### config.mk
export PLATFORM = sky130hd
export DESIGN_NAME = mmss_timer
export DESIGN_NICKNAME = d
export VERILOG_FILES = /design/src/rtl/mmss_timer.sv
export SDC_FILE = /design/constraint.sdc
export NUM_CORES = 1
export LEC_CHECK = 0
export CORE_AREA = 5 5 95 97
export CTS_CLUSTER_SIZE = 28
export DETAILED_ROUTE_END_ITERATION = 8
export DIE_AREA = 0 0 100 102
export HOLD_SLACK_MARGIN = 0.03
export PLACE_DENSITY = 0.51
export SETUP_SLACK_MARGIN = 0.3
export SLEW_MARGIN = 10
export SYNTH_ARGS = -nofsm -noshare
export SYNTH_HDL_FRONTEND = slang
export SYNTH_SLANG_ARGS = --single-unit
### constraint.sdc
create_clock -name clk -period 2.5 [get_ports clk]
set_input_delay 0.625 -clock clk [delete_from_list [all_inputs] [get_ports clk]]
set_output_delay 0.625 -clock clk [all_outputs]
set_load 0.01 [all_outputs]
### src/rtl/mmss_timer.sv
// -----------------------------------------------------------------------------
// mmss_timer
//   Seconds timer stage ahead of the MM:SS seven-segment display stage.
//   Counts elapsed seconds up from 0, or down from a switch-loaded preset,
//   under push-button control. The free-running clock is divided to a 1 Hz
//   count tick by an internal prescaler.
//
// Parameters
//   CLK_HZ    clock cycles per count tick (min 2)
//   MAX_SECS  up-count terminal value and preset cap (1..511)
//
// Ports
//   clk        in   1  system clock, rising edge
//   rst        in   1  asynchronous active-high reset
//   btn_start  in   1  start/pause button level (asynchronous to clk)
//   btn_clear  in   1  clear button level (asynchronous to clk)
//   mode_down  in   1  0 = count up, 1 = count down (sampled in IDLE)
//   load_val   in   9  count-down preset in seconds (sampled in IDLE)
//   seconds    out  9  current count, binary seconds, registered
//   running    out  1  high while in RUN
//   done       out  1  high while in DONE
//   flash      out  1  1 Hz alarm blink while in DONE
//
// Build option
//   MMSS_TIMER_FLASH_EN : when defined, flash blinks at 1 Hz in DONE.
//                         When undefined, flash is a constant 0.
//
// The FSM state is held in state_q (IDLE/RUN/PAUSE/DONE); running and done
// are registered decodes of it and can be used to observe the state.
// -----------------------------------------------------------------------------
module mmss_timer #(
  parameter int CLK_HZ   = 50_000_000,
  parameter int MAX_SECS = 511
) (
  input  logic       clk,
  input  logic       rst,
  input  logic       btn_start,
  input  logic       btn_clear,
  input  logic       mode_down,
  input  logic [8:0] load_val,
  output logic [8:0] seconds,
  output logic       running,
  output logic       done,
  output logic       flash
);

  localparam int              PW       = $clog2(CLK_HZ);
  localparam logic [PW-1:0]   PRE_LAST = PW'(CLK_HZ - 1);
  localparam logic [8:0]      MAX_VAL  = 9'(MAX_SECS);

  typedef enum logic [1:0] {
    S_IDLE  = 2'd0,
    S_RUN   = 2'd1,
    S_PAUSE = 2'd2,
    S_DONE  = 2'd3
  } state_t;

  state_t        state_q, state_d;
  logic [1:0]    start_sync_q, clear_sync_q;
  logic          start_prev_q, clear_prev_q;
  logic          start_ev, clear_ev;
  logic          mode_q, mode_d;
  logic [PW-1:0] pre_q, pre_d;
  logic [8:0]    secs_q, secs_d;
  logic [8:0]    preset;
  logic          tick;
  logic          running_q, done_q;

`ifdef MMSS_TIMER_FLASH_EN
  localparam logic [PW-1:0] PRE_HALF = PW'(CLK_HZ / 2 - 1);
  logic flash_q, flash_d;
`endif

  // One-cycle events on the synchronised rising edge of each button.
  assign start_ev = start_sync_q[1] & ~start_prev_q;
  assign clear_ev = clear_sync_q[1] & ~clear_prev_q;

  always_comb begin
    preset  = (load_val > MAX_VAL) ? MAX_VAL : load_val;
    tick    = (state_q == S_RUN) && (pre_q == PRE_LAST);
    state_d = state_q;
    secs_d  = secs_q;
    mode_d  = mode_q;
    pre_d   = pre_q;

    case (state_q)
      S_IDLE: begin
        // Preset is reloaded every cycle so switch changes show immediately.
        mode_d = mode_down;
        secs_d = mode_down ? preset : 9'd0;
        pre_d  = '0;
        if (start_ev) begin
          state_d = (mode_down && (preset == 9'd0)) ? S_DONE : S_RUN;
        end
      end
      S_RUN: begin
        pre_d = tick ? '0 : pre_q + PW'(1);
        if (tick) begin
          if (mode_q) begin
            if (secs_q != 9'd0) begin
              secs_d = secs_q - 9'd1;
              if (secs_q == 9'd1) state_d = S_DONE;
            end
          end else if (secs_q < MAX_VAL) begin
            secs_d = secs_q + 9'd1;
            if (secs_q == MAX_VAL - 9'd1) state_d = S_DONE;
          end
        end
        // A tick coinciding with pause is kept; reaching terminal wins over pause.
        if (start_ev && (state_d == S_RUN)) state_d = S_PAUSE;
      end
      S_PAUSE: begin
        // pre_q holds so the partial second resumes where it stopped.
        if (start_ev) state_d = S_RUN;
      end
      default: begin
        // DONE: count value frozen; prescaler keeps running to pace the blink.
        pre_d = (pre_q == PRE_LAST) ? '0 : pre_q + PW'(1);
      end
    endcase

    // Clear beats start and discards any same-cycle tick.
    if (clear_ev) begin
      state_d = S_IDLE;
      secs_d  = secs_q;
    end

`ifdef MMSS_TIMER_FLASH_EN
    flash_d = 1'b0;
    if ((state_q == S_DONE) && (state_d == S_DONE)) begin
      flash_d = ((pre_q == PRE_HALF) || (pre_q == PRE_LAST)) ? ~flash_q : flash_q;
    end
`endif
  end

  always_ff @(posedge clk or posedge rst) begin
    if (rst) begin
      start_sync_q <= 2'b00;
      clear_sync_q <= 2'b00;
      start_prev_q <= 1'b0;
      clear_prev_q <= 1'b0;
      state_q      <= S_IDLE;
      mode_q       <= 1'b0;
      pre_q        <= '0;
      secs_q       <= 9'd0;
      running_q    <= 1'b0;
      done_q       <= 1'b0;
`ifdef MMSS_TIMER_FLASH_EN
      flash_q      <= 1'b0;
`endif
    end else begin
      start_sync_q <= {start_sync_q[0], btn_start};
      clear_sync_q <= {clear_sync_q[0], btn_clear};
      start_prev_q <= start_sync_q[1];
      clear_prev_q <= clear_sync_q[1];
      state_q      <= state_d;
      mode_q       <= mode_d;
      pre_q        <= pre_d;
      secs_q       <= secs_d;
      running_q    <= (state_d == S_RUN);
      done_q       <= (state_d == S_DONE);
`ifdef MMSS_TIMER_FLASH_EN
      flash_q      <= flash_d;
`endif
    end
  end

  assign seconds = secs_q;
  assign running = running_q;
  assign done    = done_q;
`ifdef MMSS_TIMER_FLASH_EN
  assign flash   = flash_q;
`else
  assign flash   = 1'b0;
`endif

endmodule

## Word-level counts from Yosys, hierarchy flattened

Cells that the tools add are included.

- Register bits: 46
- Input bits: 14
- Output and inout bits: 12
- Word-level logic and storage cells: 62

- $add $sub $neg: 3
- Order comparisons: 2
- Equal/unequal tests: 11
- Mux-type cells: 23
- Bitwise logic cells: 5
- Reductions and logical operators: 8

Operators by type and width:

| kind | count |
|---|---|
| one-hot mux 26 bit (3 select lines) | 1 |
| 2-to-1 mux 9 bit | 6 |
| 2-to-1 mux 26 bit | 2 |
| adder 26 x 1 -> 26 bit (second input constant) | 1 |
| == test 26 bit (second input constant) | 1 |
| 2-to-1 mux 2 bit | 12 |
| one-hot mux 9 bit (2 select lines) | 1 |
| adder 9 x 1 -> 9 bit (second input constant) | 1 |
| == test 9 x 1 -> 1 bit (second input constant) | 1 |
| == test 9 bit (second input constant) | 1 |
| greater-than comparator 9 bit (second input constant) | 1 |
| logical NOT 9 bit | 1 |
| < comparator 9 bit (second input constant) | 1 |
| nonzero test 9 bit | 1 |
| subtractor 9 x 1 -> 9 bit (second input constant) | 1 |
| == test 2 x 1 -> 1 bit (second input constant) | 3 |
| inequality test 3 x 2 -> 1 bit (second input constant) | 2 |
| one-hot mux 2 bit (3 select lines) | 1 |
| AND reduction 5 bit | 1 |
| == test 2 bit (second input constant) | 2 |
| logical AND 1 bit | 3 |
| inverter 1 bit | 3 |
| bitwise AND 1 bit | 2 |
| logical NOT 2 bit | 1 |
| 2 further kinds | 2 |

## Depth between registers and ports, before layout

- Word-level depth: 12
- Gate-level depth with buffers: 7
- Gate-level depth less buffers: 7

## Worst setup path after synthesis

OpenSTA, ideal clock, no wires.

- Path type: reg2reg
- Start point: register pre_q[11]
- End point: register pre_q[15]
- Library setup time: 0.126 ns
- Arrival time: 1.925 ns
- Data required time: 2.374 ns
- Slack: 0.449 ns
- Cell stages (with the launch flop): 7
- Path buffers: 2
- Clock period less this slack: 2.051 ns
- Cells stage by stage: dfrtp_1 buf_2 or4b_1 nor4_2 a21oi_1 buf_2 a221o_1

- Cells in the longest elaborated chain, start to end: 4
- Elaborated cells on any way between the ends: 6
- Classes of those cells: 1 x add/sub; 1 x eq/ne; 3 x mux; 1 x reduce/logical

Ends and longest elaborated chain:

| what | RTL line | RTL |
|---|---|---|
| from (decl) | 63 | `logic [PW-1:0] pre_q, pre_d;` |
| from (signal assigned) | 158 | `pre_q <= pre_d;` |
| parallel branches: the longest is 3 deep, another holds adder 26 x 1 -> 26 bit | - |  |
| one-hot mux 26 bit (3 select lines) * | 86 | `case (state_q)` |

Every way passes the cells marked *.
A chain may end at the register's enable or synchronous reset.

## Worst setup path after layout

- Start point: register pre_q[10]
- End point: register secs_q[0], in the netlist seconds[0]

- Cells in the longest elaborated chain, start to end: 4

Ends and longest elaborated chain:

| what | RTL line | RTL |
|---|---|---|
| == test 26 bit | 80 | `tick = (state_q == S_RUN) && (pre_q == PRE_LAST);` |
| logical AND 1 bit | 80 |  |
| inequality test 2 bit (no line) | - |  |
| AND reduction 5 bit (no line) | - |  |
| to (signal assigned) | 159 | `secs_q <= secs_d;` |
| to (decl) | 64 | `logic [8:0] secs_q, secs_d;` |

Every way passes these cells.

==> results.cfg <==
[global_route]
grtUsageMet2_pct = 22.6
grt_max_degree = 25
grt_pass1_wl_mm = 12.1
grt.busiest_layer = met2
antenna_found_initial = 0
grt_usage_pct = 14.8
grt_util_met3_pct = 2.73
first_global_vias = 2331
use_met1_pct = 21.7
grt-ovfl-total = 0

[worst_hold_path]
hold_class = flip-flop to flip-flop

[sta]
worstMarginPinSlew_ns = 0.722
finalHoldViolations = 0
final_max_slew_viol_count = 0
fin_skew_ns = 0.0115
period_needed_ns = 2.17
max_freq_mhz = 461
relSlewSlack_pct = 51.4
fin_tns_setup_ns = 0
finalCritPeriodShare_pct = 86.7
setup_ws_ns = 0.332
grt_setup_unrepaired = true
setup_violations = 0

[drt]
dr.pass1.iters = 4
dr_total_vias = 2575
routed_wirelength_mm = 7.51
wl_per_cell_um = 16.2
drc_errors = 0
drtAntennaViolNets = 0
viasPerCell = 5.55
dr.first_iter.drc_count = 166

[placement]
dp_slack_ns = 0.160
place.gp.congestion = 0.839
placedCellCount = 440
hpwlAfterDp_mm = 5.20
port_buffers = 24

[finish]
stdcell_count = 464
fillers = 799
area_growth_pct = 26.5
drive_gt1_share_pct = 17.0
diodes = 0
seqCellArea_mm2 = 0.00115
multi_input_area_mm2 = 0.00156
finalNetCount = 378

[die]
io_pins = 26
die-area_mm2 = 0.0102
std_cell_rows = 33
start_util_pct = 34.1
dieWidth_um = 100
die_h_um = 102
fp.coreArea_mm2 = 0.00805

[power_and_ir_drop]
peakVddDrop_mv = 0.285
power_mw = 2.05
pwr-share-clk_pct = 24.3
comb_power_share_pct = 30.0
pwr-share-seq_pct = 45.7
internal-power_mw = 1.33
switchingPower_mw = 0.715
cellLeakagePower_nw = 1.37
power.density_mw_per_mm2 = 590
switching_share_pct = 34.9

[critical_path]
crit_type = flip-flop to flip-flop
crit_arrival_ns = 2.40
worstSetupEndpointType = flip-flop
crit_required_ns = 2.73
cp-start-kind = flip-flop
crit_fanout = 11

[clocking]
cts-root-buf = clkbuf_8
cts_buffers = 5
clock_sinks = 46
clk_pin_slew_ns = 0.10
clk_latency_ns = 0.31
cts.path.max_buffers = 2
htree_levels = 2
cts_tree = done
hold_buffers = 0

[logic_synthesis]
synth_seq_cells = 46
synth_commonest_cells = dfrtp_1 (46), nand2_1 (28), a21oi_1 (22), nor2_1 (22), nand3_1 (20)
ys_warn_count = 0
post-synth-top-area-cell = dfrtp_1
synth_area_leaders = dfrtp_1 (42%), a21oi_1 (4.0%), nand2_1 (3.8%)
synthCells = 309
seq_area_frac_synth_pct = 41.9
synth_edf_count = 0
avgSynthCellArea_um2 = 8.89
netlist_area_mm2 = 0.00275
synth_top_area_share_pct = 41.9
post_synth_num_cell_types = 56
async_flop_share_pct = 100
post-synth-top-count-cell = dfrtp_1
synth_ff_type = dfrtp_1
synthesis.nets = 329

[job]
cap_violations = 0

[outcome]
outcome = finished clean
-- layout make-up --
type	instances	share of cell area, %
Multi-Input combinational cell	238	44.8
Sequential cell	46	33.2
Timing Repair Buffer	56	14.3
Tap cell	105	3.78
Clock buffer	5	1.98
Inverter	11	1.19
Clock inverter	3	0.756
-- worst paths after layout --
path / from / end / slack [ns] / cells after the start
max in group asynchronous: rst / running$_DFF_PP0_ / 1.34 / 3
max reg2reg: pre_q[10]$_DFFE_PP0N_ / seconds[0]$_DFFE_PP0P_ / 0.33 / 6
max: pre_q[10]$_DFFE_PP0N_ / seconds[0]$_DFFE_PP0P_ / 0.33 / 6
min in group asynchronous: rst / clear_sync_q[1]$_DFF_PP0_ / 0.67 / 2
min reg2reg: start_sync_q[0]$_DFF_PP0_ / start_sync_q[1]$_DFF_PP0_ / 0.36 / 0
min: start_sync_q[0]$_DFF_PP0_ / start_sync_q[1]$_DFF_PP0_ / 0.36 / 0
-- registers in the layout, summed over array words and instances (netlist names) --
signal,cells
clear_prev_q,1
clear_sync_q,2
done,1
mode_q,1
pre_q,26
running,1
seconds,9
start_prev_q,1
start_sync_q,2
state_q,2
-- through the flow --
stage / hold WS, ns / instance area, um2 / util [%]
floorplan: 0.331 / 2750 / -
global placement: 0.347 / 3200 / 39.7
detailed placement: 0.336 / 3200 / 39.7
CTS: 0.371 / 3330 / 41.4
global route: 0.382 / 3470 / 43.2
finish: 0.362 / 3470 / 43.2
-- power by group through the flow --
| stage | clock [mW] | combinational (mW) | sequential (mW) |
|---|---|---|---|
| after floorplan | 0 | 0.354 | 0.928 |
| after global placement | 0 | 0.587 | 0.953 |
| after detailed placement | 0 | 0.587 | 0.953 |
| after CTS | 0.522 | 0.596 | 0.938 |
| after global routing | 0.546 | 0.680 | 0.955 |
| final | 0.497 | 0.615 | 0.937 |
-- timing repair --
action,in CTS,in global routing
gates cloned,1,0
resized for setup,5,8
buffers inserted,1,14
pin swaps,2,3
endpoints found under the setup margin,9,23
-- logic make-up after synthesis --
family | after synthesis | share of synthesized area, %
AO/OA/AOI/OAI | 89 | 21.5
adder cells (fa/ha/maj) | 6 | 2.73
AND/OR/NAND/NOR | 135 | 27.7
XOR/XNOR | 2 | 0.638
flip-flops | 46 | 41.9
buffers and inverters | 26 | 3.83
multiplexers | 4 | 1.55
other | 1 | 0.137
-- worst max-delay path, stage by stage, from the launching register on --
cell and delay, ns:
dfrtp_2 0.44, or4b_1 0.54, nor4b_2 0.23, nand4_1 0.15, buf_6 0.17, or4_1 0.47
o211ai_1 0.09
-- cells in the final DEF (no fill, tap or decap), drive strengths merged, types with 4 or more instances in the layout --
cell	netlist	final
a21oi	22	23
a22oi	7	7
a31oi	16	16
a41oi	5	5
and3	4	4
buf	5	31
clkbuf	10	6
clkdlybuf4s50	0	24
dfrtp	46	46
ha	6	6
inv	11	14
nand2	28	28
nand2b	5	5
nand3	20	20
nand4	5	5
nor2	22	22
nor2b	4	4
nor3	10	10
nor4	7	7
o21ai	11	11
or3	6	6
or3b	6	6
-- layer usage --
metal	share of wire [%]	up-vias
met5	0	-
li1	-	1272
met1	51	1258
met3	3.6	2
met4	0.51	0
met2	45	43
(Power assumes the default switching activity.)
